[src/rtl/key_event_decoder.sv]
// Keypad scanner receive side: edge-detects key presses, tracks the held key and
// queues one event per valid press in a small FIFO with sticky error flags.
module key_event_decoder #(
    parameter int NKEYS = 20,
    parameter int CW    = 5,
    parameter int DEPTH = 4
) (
    input  logic                       clk,
    input  logic                       rst,
    input  logic                       strobe,
    input  logic [CW-1:0]              code,
    input  logic                       clr_flags,
    input  logic                       ev_ready,
    output logic                       ev_valid,
    output logic [CW-1:0]              ev_code,
    output logic [NKEYS-1:0]           ev_onehot,
    output logic [NKEYS-1:0]           held,
    output logic [$clog2(DEPTH):0]     count,
    output logic                       overflow,
    output logic                       bad_code
);

    localparam int AW = $clog2(DEPTH);
    localparam logic [AW:0]      FULL_CNT = (AW+1)'(DEPTH);
    localparam logic [NKEYS-1:0] ONE_HOT0 = NKEYS'(1);

    // Handshake: an event transfers on every cycle where ev_valid & ev_ready are both
    // high; ev_valid never depends on ev_ready and the head stays stable until taken.

    logic              strobe_q;
    logic [AW:0]       wr_ptr;
    logic [AW:0]       rd_ptr;
    logic [CW-1:0]     mem [DEPTH];

    logic press;
    logic release_ev;
    logic code_ok;
    logic push_req;
    logic full;
    logic pop;
    logic push;
    logic drop;

    always_comb begin
        press      = strobe & ~strobe_q;
        release_ev = strobe_q & ~strobe;
        code_ok    = (32'(code) < NKEYS);
        push_req   = press & code_ok;
        count      = wr_ptr - rd_ptr;
        full       = (count == FULL_CNT);
        ev_valid   = (count != '0);
        pop        = ev_valid & ev_ready;
        // A full FIFO still accepts a press when the head leaves in the same cycle.
        push       = push_req & (~full | pop);
        drop       = push_req & full & ~pop;
    end

    always_comb begin
        ev_code   = mem[rd_ptr[AW-1:0]];
        ev_onehot = '0;
        if (ev_valid) begin
            ev_onehot = ONE_HOT0 << ev_code;
        end
    end

    always_ff @(posedge clk) begin
        if (!rst) begin
            strobe_q <= 1'b0;
            wr_ptr   <= '0;
            rd_ptr   <= '0;
            held     <= '0;
            overflow <= 1'b0;
            bad_code <= 1'b0;
        end else begin
            strobe_q <= strobe;
            if (push) begin
                wr_ptr <= wr_ptr + 1'b1;
            end
            if (pop) begin
                rd_ptr <= rd_ptr + 1'b1;
            end
            // held follows valid presses even when the event itself is dropped.
            if (push_req) begin
                held <= ONE_HOT0 << code;
            end else if (release_ev) begin
                held <= '0;
            end
            if (drop) begin
                overflow <= 1'b1;
            end else if (clr_flags) begin
                overflow <= 1'b0;
            end
            if (press & ~code_ok) begin
                bad_code <= 1'b1;
            end else if (clr_flags) begin
                bad_code <= 1'b0;
            end
        end
    end

    always_ff @(posedge clk) begin
        if (push) begin
            mem[wr_ptr[AW-1:0]] <= code;
        end
    end

endmodule

[config.mk]
export PLATFORM = sky130hd
export DESIGN_NAME = key_event_decoder
export DESIGN_NICKNAME = d
export VERILOG_FILES = /design/src/rtl/key_event_decoder.sv
export SDC_FILE = /design/constraint.sdc
export NUM_CORES = 1
export LEC_CHECK = 0
export ABC_AREA = 0
export BUFFER_PORTS_ARGS = -buffer_cell sky130_fd_sc_hd__buf_2
export CORE_ASPECT_RATIO = 0.9
export CORE_MARGIN = 2
export CORE_UTILIZATION = 48
export DETAILED_ROUTE_END_ITERATION = 8
export PLACE_DENSITY = 0.8
export SLEW_MARGIN = 40
export SYNTH_ARGS = -nofsm -noshare
export SYNTH_HDL_FRONTEND = slang
export SYNTH_SLANG_ARGS = --single-unit
[constraint.sdc]
create_clock -name clk -period 2.3 [get_ports clk]
set_clock_uncertainty 0.05 [all_clocks]
set_input_delay 0.46 -clock clk [delete_from_list [all_inputs] [get_ports clk]]
set_output_delay 0.46 -clock clk [all_outputs]
set_load 0.005 [all_outputs]
## Word level (Yosys, flattened, before mapping)

Memory sizes are Yosys's and may differ from the RTL's. A register that Yosys moved wholly into a read port is not among the register bits.
Index checks and enable logic that the tools add are counted.

- Bits in registers: 29
- Memory bits (writable): 20
- Memories: 1
- Output and inout bits: 51

- Mux-type cells: 10
- $lt $le $gt $ge: 1
- Add/sub/neg operators: 3
- Shifts and indexed selects: 2
- Equality and inequality tests: 1
- Reductions and logical operators: 4
- Bitwise operators: 14

Memories:

| name | words | width | rd ports | clocked after Yosys merged registers in | wr ports | RTL line | RTL |
|---|---|---|---|---|---|---|---|
| mem | 4 | 5 | 1 | 1 | 1 | 33 | `logic [CW-1:0] mem [DEPTH];` |

Operators by type and width:

| kind | number |
|---|---|
| $mux 20 | 3 |
| $shl 1x5->20 const A | 2 |
| $and 1x1->1 | 8 |
| $add 3x1->3 const B | 2 |
| $reduce_bool 2->1 | 3 |
| $lt 5x5->1 const B | 1 |
| $mux 1 | 5 |
| $not 1->1 | 5 |
| $mux 2 | 2 |
| $eq 3x3->1 const B | 1 |
| $reduce_bool 3->1 | 1 |
| $sub 3x3->3 | 1 |
| $or 1x1->1 | 1 |

## Depth between registers and ports, before layout

Gate-level depths: netlist of the first run.

- Word-level depth: 7
- Depth in mapped cells: 7

## Least setup slack after synthesis of the first run

OpenSTA, ideal clock, no wires.

- Path type: register to register
- Start point: reg wr_ptr[0]
- End point: mem mem[3][0] (enable)
- Setup time: 0.379 ns
- Data arrival time: 2.035 ns
- Clock period less this slack: 2.465 ns
- Path slack: -0.165 ns
- Stages on the path, launching flop included: 6
- Path through: dfxtp_1 -> inv_1 -> ha_1 -> fa_1 -> and3b_1 -> a2111oi_2

- Word-level cells in the longest chain between the ends: 7
- Elaborated cells on any way between the ends: 9
- Classes of those cells: add/sub: 1; eq/ne: 1; mux: 2; bitwise: 4; reduce/logical: 1

Ends and longest elaborated chain:

| element | RTL line | RTL |
|---|---|---|
| from (decl) | 31 | `logic [AW:0] wr_ptr;` |
| from (signal assigned) | 77 | `wr_ptr <= wr_ptr + 1'b1;` |
| $sub 3x3->3 | 49 | `count = wr_ptr - rd_ptr;` |
| $reduce_bool 3->1 / $eq 3x3->1 (equally long branches) | 51, 50 |  |
| $and 1x1->1 / $not 1->1 (equally long branches) | 52, 54 |  |
| $or 1x1->1 | 54 | `push = push_req & (~full \| pop);` |
| $and 1x1->1 | 54 |  |
| $mux 1 | 102 | `if (push) begin` |
| $mux 1 (not written as such) | 103 | `mem[wr_ptr[AW-1:0]] <= code;` |
| to (decl) | 33 |  |

Several ways; a longest one is shown, not always the timed one.

==> results of run 1 <==
## worst reg2reg max path, cell delays in order, from the launching register on
cell	delay [ns]
dfxtp_2	0.34
inv_2	0.05
ha_4	0.15
fa_2	0.47
buf_6	0.15
and3b_2	0.24
a2111oi_4	0.38
buf_6	0.18
mux2i_1	0.24
## area by class of cell
class	count	share of cell area, %
multi-input cells	152	39.18
flip-flops and latches	51	37.13
inverters	9	1.101
repair buffers	89	17.35
clock buffers	5	2.088
well taps	65	2.468
clock inverters	3	0.6834
## sequential cells by signal, indices dropped and copies added (netlist names), named ones only
name / cells
overflow: 1
strobe_q: 1
mem: 20
wr_ptr: 3
bad_code: 1
rd_ptr: 3
held: 20
## path summary, 6_finish.rpt
path	start	to	slack [ns]	cells past startpoint
setup / recovery	flop	ev_onehot[9]	-0.35	5
hold / removal	strobe	strobe_q	0.37	2
setup reg to reg	wr_ptr[0]	wr_ptr[2]	-0.03	8
hold reg to reg	bad_code	bad_code	0.44	2
## per-layer routing
metal / wire length, um / track usage [%] / up-vias / share of wire, %
li1: - / - / 1006 / -
met1: 2627 / 27.20 / 1001 / 44
met2: 2924 / 33.89 / 85 / 49
met3: 403 / 3.607 / 4 / 6.7
met4: 66 / 6.403 / 0 / 1.1
met5: 0 / 0 / - / 0
## what timing repair did
item                                    CTS  global route
endpoints found under the setup margin   32            44
setup buffers                             5             5
hold buffers                              0             0
pin swaps                                11             9
hold endpoints to repair                  0             0
resized for setup                        20            11
## power by group
| part | switching, uW | internal [uW] | total [uW] |
|---|---|---|---|
| Clock | 306 | 218 | 524 |
| Combinational | 676 | 684 | 1360 |
| Sequential | 37.9 | 987 | 1020 |
## kinds of logic (layout without fill, tap and decap cells)
kind of cell	count (synthesis)	count (layout)	share of synthesized area, %
simple gates	77	77	18.93
fa+ha+maj	7	7	3.796
compound gates	54	54	16.43
xor+xnor	1	1	0.8990
mux	13	13	7.243
flops	51	51	48.75
buf+inv	24	106	3.946
## metrics by stage
step	TNS [ns]	std cells	setup WS, ns
2_1_floorplan	0	227	0.01021
3_3_place_gp	-0.1426	357	-0.02787
3_5_place_dp	-1.089	357	-0.07329
4_1_cts	-4.949	369	-0.2774
5_1_grt	-8.328	374	-0.4286
6_report	-5.289	374	-0.3505
## cells in the mapped netlist
cell | count | share of area (%)
mux4_2 | 4 | 3.6
buf_2 | 1 | 0.20
or3b_4 | 2 | 0.90
a311o_1 | 1 | 0.40
mux2i_1 | 8 | 3.2
inv_2 | 2 | 0.30
clkbuf_1 | 13 | 1.9
and4b_1 | 1 | 0.40
nor2b_1 | 4 | 1.0
or3_4 | 1 | 0.45
nand4_1 | 4 | 1.0
nor3_2 | 6 | 2.4
o21ai_1 | 1 | 0.20
o21ai_0 | 2 | 0.40
nand4b_1 | 4 | 1.4
edfxtp_1 | 20 | 24
dfxtp_1 | 31 | 25
nand3b_1 | 1 | 0.30
a21boi_0 | 21 | 6.3
a2111oi_2 | 1 | 0.60
nand3_1 | 13 | 2.6
fa_1 | 1 | 0.80
xnor3_1 | 1 | 0.90
and2_1 | 5 | 1.2
buf_6 | 1 | 0.45
a211oi_2 | 1 | 0.50
nor3b_2 | 1 | 0.50
inv_1 | 7 | 1.0
nor4b_1 | 1 | 0.35
o21bai_1 | 1 | 0.30
nor2_1 | 12 | 1.8
o211ai_1 | 23 | 6.9
mux2_2 | 1 | 0.45
ha_1 | 6 | 3.0
nor3_1 | 4 | 0.80
o21a_1 | 2 | 0.60
or3b_1 | 1 | 0.35
nand2b_1 | 5 | 1.2
nand2_1 | 10 | 1.5
a31oi_1 | 1 | 0.25
and3b_1 | 2 | 0.70
==> metrics.md, run 1 <==
| Metric | Value |
|---|---|
| Status | `complete, but fails checks` |
| Violated checks | `negative setup slack` |
| Final hold vios | `0` |
| Most common cell after layout, fill and taps aside | `buf_2` |
| Final WL | `6021 um` |
| Req. time, crit path | `1.79 ns` |
| PnR Total Power | `2909 uW` |
| Share of layout cells above drive strength 1 | `44.01%` |
| Initial Util | `50.86%` |
| Synth Warn # | `0` |
| Final setup viols | `23` |
| CP cell instances | `buf_12 > mux4_2 > or3b_4 > nor3_2 > buf_2` |
| Port bufs | `60` |
| Pin count of the biggest net entering global routing | `37` |
| Critical path class | `flop to output pin` |
| Die Area | `5813 sq um` |
| Design area | `3296 sq um` |
| Most frequent cells in the layout | `buf_2, dfxtp_1, o211ai_1` |
| Nets@finish | `325` |
| Fraction of the cycle the final worst path needs | `115.2%` |
| Netlist Area Pre-Place | `2505 sq um` |
| DP HPWL | `3898 um` |
| Seq/Total Area, Yosys | `48.75%` |
| Area grow syn2layout | `31.57%` |
| Clk slew on worst S/H paths | `0.09 ns` |
| Max stage delay cell, worst path | `mux4_2` |
| CTS tree | `yes` |
| First-pass GRT wire length | `9197 um` |
| Pins Over Slew Limit | `0` |
| Number of synthesized register bits | `51` |
| Initial DRC count | `98` |
| CP top delay family | `simple AND/OR/NAND/NOR gates` |
| Global route overflow | `0` |
| Peak fanout along the critical path | `5` |
| Initial antenna violation count | `0` |
| Die height | `72.53 um` |
| Max Root-Sink Buffers | `2` |
| WL per Instance | `16.10 um` |
| Pwr per Cell Area | `882.6 nW/um^2` |
| Via count of the first global-routing pass | `1962` |
| Final core utilization | `66.92%` |
| First-pass detailed-route iteration total | `4` |
| Placed cell areas | `3013 sq um` |
| Fmax | `377.3 MHz` |
| Worst-Margin Slew | `0.5429 ns` |
| FF+latch area | `1224 sq um` |
| DRC viols | `0` |
| Ant. Diodes | `0` |
| Crit start category | `flop` |
| Setup ws final | `-0.3505 ns` |
| Routability cong. | `0.7494` |
| Routed Antenna Nets | `0` |
| Clock latency on the worst-skew pair | `0.30 ns` |
| Ports | `61` |
| Multi-input gate area | `1291 sq um` |
| Synth Area per Inst | `11.03 sq um` |
| CP max stage delay | `0.54 ns` |
| Worst Hold Class | `input port to flop` |
| RSZ-0062 raised after global routing | `true` |
| CTS Sinks | `51` |
| Leakage | `0.001301 uW` |
| Worst Path Arrival | `2.14 ns` |
| Root Buffer | `clkbuf_8` |
| Max_cap viols | `0` |
| Core ar. | `4925 sq um` |
| Syn Inst Count | `227` |
| Routed vias/inst | `5.604` |
| Die W | `80.15 um` |
| Crit. End Element | `output pin` |
| Syn_nets | `244` |
| Total track usage | `20.35%` |
| WHS | `0.3699 ns` |
| Maximum VDD drop | `418.0 uV` |
| Buf/Inv on CP | `2` |
| Tmin final | `2.650 ns` |
| Fillers | `374` |
| Distinct cell type count after synthesis | `41` |
| Via count | `2096` |
| FP Rows | `24` |
| Cts bufs inserted | `5` |
| Relative slew slack | `63.81%` |
| Htree depth | `2` |
Note: power is estimated with default switching activity, not from simulation.
==> run 2, diff against run 1 <==
Settings changed: PLACE_DENSITY 0.8 to 0.76, RECOVER_POWER set to 25.
==> metrics.md, run 2 (same netlist as run 1, synthesis figures left out) <==
| Metric | Value |
|---|---|
| Status | `complete, but fails checks` |
| Violated checks | `negative setup slack` |
| Global route overflow | `0 (unchanged)` |
| CP cell instances | `inv_2 > ha_4 > fa_2 > xnor3_2 > a311o_1 > nor2_1 > buf_2` |
| RSZ-0062 raised after global routing | `true` |
| Total track usage | `20.36% (about the same)` |
| Relative slew slack | `57.26% (-6.6 points)` |
| Req. time, crit path | `1.79 ns (about the same)` |
| CP top delay family | `adder cells` |
| Crit path launch | `wr_ptr[0]` |
| Fraction of the cycle the final worst path needs | `112.5% (-2.8 points)` |
| Routability cong. | `0.7749 (+3.4%)` |
| Die Area | `5813 sq um (unchanged)` |
| Clk slew on worst S/H paths | `0.09 ns (about the same)` |
| Most frequent cells in the layout | `buf_2, dfxtp_1, buf_4` |
| WHS | `0.3549 ns (-0.01501 ns)` |
| Routed Antenna Nets | `0 (unchanged)` |
| Htree depth | `2 (unchanged)` |
| Ports | `61 (unchanged)` |
| Worst-Margin Slew | `0.6412 ns (+0.09827 ns)` |
| Worst Hold Class | `input port to flop` |
| Crit start category | `flop` |
| Via count | `2034 (-3.0%)` |
| Critical path class | `flop to output pin` |
| Via count of the first global-routing pass | `1937 (-1.3%)` |
| First-pass GRT wire length | `9197 um (unchanged)` |
| Most common cell after layout, fill and taps aside | `buf_2` |
| Setup WS pre-CTS | `-0.08365 ns (-0.01036 ns)` |
| # hold bufs at CTS | `0 (unchanged)` |
| CTS Sinks | `51 (unchanged)` |
| Initial antenna violation count | `0 (unchanged)` |
| Area grow syn2layout | `29.82%` |
| Max stage delay cell, worst path | `a311o_1` |
| WL per Instance | `15.33 um (-4.8%)` |
| Root Buffer | `clkbuf_8` |
| Final hold vios | `0 (unchanged)` |
| Routed vias/inst | `5.424 (-3.2%)` |
| First-pass detailed-route iteration total | `4 (unchanged)` |
| Max_cap viols | `0 (unchanged)` |
| Pwr per Cell Area | `862.0 nW/um^2 (-2.3%)` |
| Port bufs | `60 (unchanged)` |
| Cts bufs inserted | `5 (unchanged)` |
| Final setup viols | `31 (+35%)` |
| RR Startpoint | `wr_ptr[0]` |
| Worst Path Arrival | `2.08 ns (-0.06 ns)` |
| Core ar. | `4925 sq um (unchanged)` |
| Pins Over Slew Limit | `0 (unchanged)` |
| Share of layout cells above drive strength 1 | `40.32% (-3.7 points)` |
| CP max stage delay | `0.37 ns (-0.17 ns)` |
| Fin Setup TNS | `-6.624 ns (-1.335 ns)` |
| Final WL | `5747 um (-4.6%)` |
| Tmin final | `2.587 ns (-0.06335 ns)` |
| Die W | `80.15 um (unchanged)` |
| DRC viols | `0 (unchanged)` |
| Crit. End Element | `output pin` |
| Buf/Inv on CP | `2 (unchanged)` |
| Ant. Diodes | `0 (unchanged)` |
| Pin count of the biggest net entering global routing | `37 (unchanged)` |
| Worst Hold Launch | `strobe` |
| Initial Util | `50.86% (unchanged)` |
| Maximum VDD drop | `385.2 uV (-7.8%)` |
| Clock latency on the worst-skew pair | `0.30 ns (about the same)` |
| CTS tree | `yes` |
| Setup ws final | `-0.2871 ns (+0.06335 ns)` |
| DP HPWL | `3932 um (+0.88%)` |
| Fmax | `386.5 MHz (+2.4%)` |
| Max Root-Sink Buffers | `2 (unchanged)` |
| Peak fanout along the critical path | `5 (unchanged)` |
| FP Rows | `24 (unchanged)` |
| Nets@finish | `326 (+0.31%)` |
| Initial DRC count | `156 (+59%)` |
| Leakage | `0.001269 uW (-2.5%)` |
| Die height | `72.53 um (unchanged)` |
-- run 2: cell types whose count changed in the layout (fill, tap and decap cells not counted), sizes merged --
cell	change
buf	-6
clkbuf	+8
clkinv	-1
clkinvlp	+1
inv	-1
-- run 2: routing by layer --
| layer | share of wire, % | GRT usage [%] | routed length (um) | vias to the layer above |
|---|---|---|---|---|
| met1 | 46 | 27.51 | 2643 | 963 |
| met5 | 0 | 0 | 0 | - |
| met3 | 5.6 | 4.602 | 324 | 5 |
| met4 | 1.1 | 8.286 | 63 | 0 |
| li1 | - | - | - | 1001 |
| met2 | 47 | 31.85 | 2716 | 65 |
-- run 2: area by class of cell --
| type | instances | area, sq um |
|---|---|---|
| clock inverters | 2 | 16.27 |
| clock buffers | 6 | 72.57 |
| fillers | 385 | 1673 |
| well taps | 65 | 81.33 |
| inverters | 9 | 38.79 |
| multi-input cells | 152 | 1277 |
| repair buffers | 90 | 541.8 |
| flip-flops and latches | 51 | 1224 |
-- run 2: final timing paths --
path / to / slack (ns) / cells after the start
hold reg to reg: wr_ptr[2] / 0.45 / 2
setup reg to reg: mem[3][2] / -0.19 / 10
hold / removal: strobe_q / 0.35 / 2
setup / recovery: ev_onehot[0] / -0.29 / 7
-- run 2: repair_timing --
action,CTS,global route
pin swaps,7,10
buffers inserted,2,6
resized for setup,13,13
endpoints found under the setup margin,37,39
-- run 2: worst reg2reg max path: cells and delay by family, from the launching register on --
kind / cells / cell delay (ns)
adder cells (fa/ha/maj): 2 / 0.49
XOR/XNOR: 1 / 0.30
AO/OA/AOI/OAI: 1 / 0.30
buffers and inverters: 6 / 0.74
flip-flops: 1 / 0.34
-- run 2: metrics by stage --
| step | power [uW] | std cells | util, % | instance area [sq um] |
|---|---|---|---|---|
| 2_1_floorplan | 1642 | 227 | - | 2534 |
| 4_1_cts | 2672 | 370 | 64.84 | 3193 |
| 6_report | 2803 | 375 | 66.03 | 3252 |
| 3_3_place_gp | 2015 | 360 | 61.64 | 3035 |
| 5_1_grt | 2959 | 375 | 66.03 | 3252 |
| 3_5_place_dp | 2034 | 360 | 61.64 | 3035 |
-- run 2: power by group --
part           switching [uW]  leakage, uW  total [uW]  internal [uW]
Sequential               38.8     0.000433        1030            987
Clock                     303    0.0000418         522            219
Combinational             636     0.000794        1260            620
==> run 3, diff against run 2 <==
Settings changed: CORE_MARGIN 2 to unset.
==> metrics.md, run 3 (same netlist as run 1, synthesis figures left out) <==
| Metric | Value |
|---|---|
| Nets@finish | `325 (-0.31%)` |
| Final hold vios | `0 (unchanged)` |
| RSZ-0062 raised after global routing | `true` |
| Clock latency on the worst-skew pair | `0.31 ns (about the same)` |
| Clk slew on worst S/H paths | `0.10 ns (about the same)` |
| Tmin final | `2.605 ns (+0.01782 ns)` |
| CP cell instances | `inv_2 > ha_4 > fa_2 > xnor3_2 > buf_6 > inv_8 > o211ai_1 > buf_4 > nor2_1 > buf_2` |
| Initial DRC count | `98 (-37%)` |
| Top Layer Used | `met4` |
| Leakage | `0.001272 uW (+0.24%)` |
| Via count | `2133 (+4.9%)` |
| Routed vias/inst | `5.703 (+5.1%)` |
| Fmax | `383.9 MHz (-0.68%)` |
| Pins Over Slew Limit | `0 (unchanged)` |
| Worst Hold Class | `input port to flop` |
| FP Rows | `24 (unchanged)` |
| Critical path class | `flop to output pin` |
| Initial Util | `50.86% (unchanged)` |
| Worst-Margin Slew | `0.6819 ns (+0.04070 ns)` |
| Most frequent cells in the layout | `buf_2, dfxtp_1, o211ai_1` |
| Share of layout cells above drive strength 1 | `41.42% (+1.1 points)` |
| Setup ws final | `-0.3049 ns (-0.01781 ns)` |
| Fraction of the cycle the final worst path needs | `113.3% (+0.77 points)` |
| Port bufs | `60 (unchanged)` |
| Die W | `78.15 um (-2.5%)` |
| Sink of the worst hold path | `strobe_q` |
| Cts bufs inserted | `5 (unchanged)` |
| Pin count of the biggest net entering global routing | `37 (unchanged)` |
| WHS Path Cells | `2 (unchanged)` |
| Reg-to-reg slack, setup | `-0.06 ns (+0.13 ns)` |
| Max Root-Sink Buffers | `2 (unchanged)` |
| Htree depth | `2 (unchanged)` |
| First-pass GRT wire length | `9549 um (+3.8%)` |
| Pwr per Cell Area | `860.4 nW/um^2 (-0.18%)` |
| Ant. Diodes | `0 (unchanged)` |
| Root Buffer | `clkbuf_8` |
| Fillers | `404 (+4.9%)` |
| Final WL | `5950 um (+3.5%)` |
| WL met1 | `2684 um (+1.6%)` |
| CTS tree | `yes` |
| WL met3 | `379 um (+17%)` |
| Global route overflow | `0 (unchanged)` |
| Total track usage | `22.68% (+2.3 points)` |
| Worst Hold Launch | `strobe` |
| Die Area | `5512 sq um (-5.2%)` |
| WL per Instance | `15.91 um (+3.8%)` |
| DRC viols | `0 (unchanged)` |
| Routability cong. | `0.7306 (-5.7%)` |
| Crit start category | `flop` |
| Maximum VDD drop | `347.7 uV (-9.7%)` |
| Final setup viols | `43 (+39%)` |
| Ports | `61 (unchanged)` |
| Initial antenna violation count | `0 (unchanged)` |
| Placed cell areas | `3028 sq um (-0.25%)` |
| DP HPWL | `4018 um (+2.2%)` |
| CTS Sinks | `51 (unchanged)` |
| Worst Path Arrival | `2.09 ns (about the same)` |
| Crit. End Element | `output pin` |
| RR Startpoint | `wr_ptr[0]` |
| First-pass detailed-route iteration total | `4 (unchanged)` |
| Relative slew slack | `54.54% (-2.7 points)` |
| Peak fanout along the critical path | `5 (unchanged)` |
| Die height | `70.53 um (-2.8%)` |
| Max_cap viols | `0 (unchanged)` |
| Design area | `3266 sq um (+0.42%)` |
| Status | `complete, but fails checks` |
| R2R Path End | `mem[3][2]` |
| Worst-case reg-to-reg path depth | `10 (unchanged)` |
| Req. time, crit path | `1.79 ns (about the same)` |
| Met2 wire length | `2820 um (+3.8%)` |
| Most common cell after layout, fill and taps aside | `buf_2` |
| Fin Setup TNS | `-6.109 ns (+0.5153 ns)` |
| Via count of the first global-routing pass | `1926 (-0.57%)` |
| Violated checks | `negative setup slack` |
| Area grow syn2layout | `30.37%` |
| Final core utilization | `66.31% (+0.28 points)` |
| # hold bufs at CTS | `0 (unchanged)` |
| Max stage delay cell, worst path | `dfxtp_2` |
| Core ar. | `4925 sq um (unchanged)` |
| Routed Antenna Nets | `0 (unchanged)` |
| CP max stage delay | `0.34 ns (-0.03 ns)` |
| Setup WS pre-CTS | `-0.07714 ns (+0.006512 ns)` |
==> run 3: cell type report <==
class	instances	area (sq um)	share of cell area [%]
well taps	65	81.33	2.490
inverters	9	41.29	1.264
repair buffers	89	541.8	16.59
multi-input cells	152	1290	39.50
clock inverters	2	15.01	0.4598
clock buffers	6	72.57	2.222
flip-flops and latches	51	1224	37.47
==> run 3: repair_timing <==
action / in CTS / in global routing
pin swaps: 16 / 10
endpoints found under the setup margin: 37 / 46
buffers inserted: 7 / 2
gates resized for setup: 27 / 5
==> run 3: layer usage <==
metal | global-route usage, % | vias to the layer above
met4 | 6.996 | 0
met5 | 0 | -
li1 | - | 1007
met3 | 5.419 | 8
met1 | 31.71 | 1039
met2 | 35.09 | 79
==> run 3: critical path: cells and delay by family, from the launching register on <==
family	cells	cell delay (ns)
AOI/OAI and AO/OA	1	0.07
xor gates and xnor gates	1	0.27
adders and majority gates	2	0.48
buffers and inverters	5	0.53
DFF	1	0.34
and+or+nand+nor	1	0.09
==> run 3: stage by stage <==
stage	hold WS, ns	power [uW]	cells
final	0.3565	2810	374
after detailed placement	0.4403	2027	359
after floorplan	0.4098	1642	227
after CTS	0.3503	2775	373
after global routing	0.3707	2956	374
after global placement	0.4165	2002	359
==> run 3: power by group <==
| group | leakage (uW) | switching, uW | internal (uW) | total, uW |
|---|---|---|---|---|
| combinational | 0.000793 | 649 | 610 | 1260 |
| clock | 0.0000461 | 306 | 220 | 526 |
| sequential | 0.000433 | 38.0 | 987 | 1020 |
| total | 0.00127 | 993 | 1820 | 2810 |
==> run 3: worst max-delay path by stage <==
stage,cells after the start,slack (ns),endpoint,from
after CTS,7,-0.31,ev_onehot[8],wr_ptr[0]
after global routing,10,-0.38,ev_onehot[19],wr_ptr[0]
after floorplan,7,0.01,mem[0][0],wr_ptr[0]
after detailed placement,7,-0.08,ev_onehot[8],wr_ptr[0]
final,10,-0.30,ev_onehot[19],wr_ptr[0]
after global placement,7,-0.03,ev_onehot[12],wr_ptr[0]
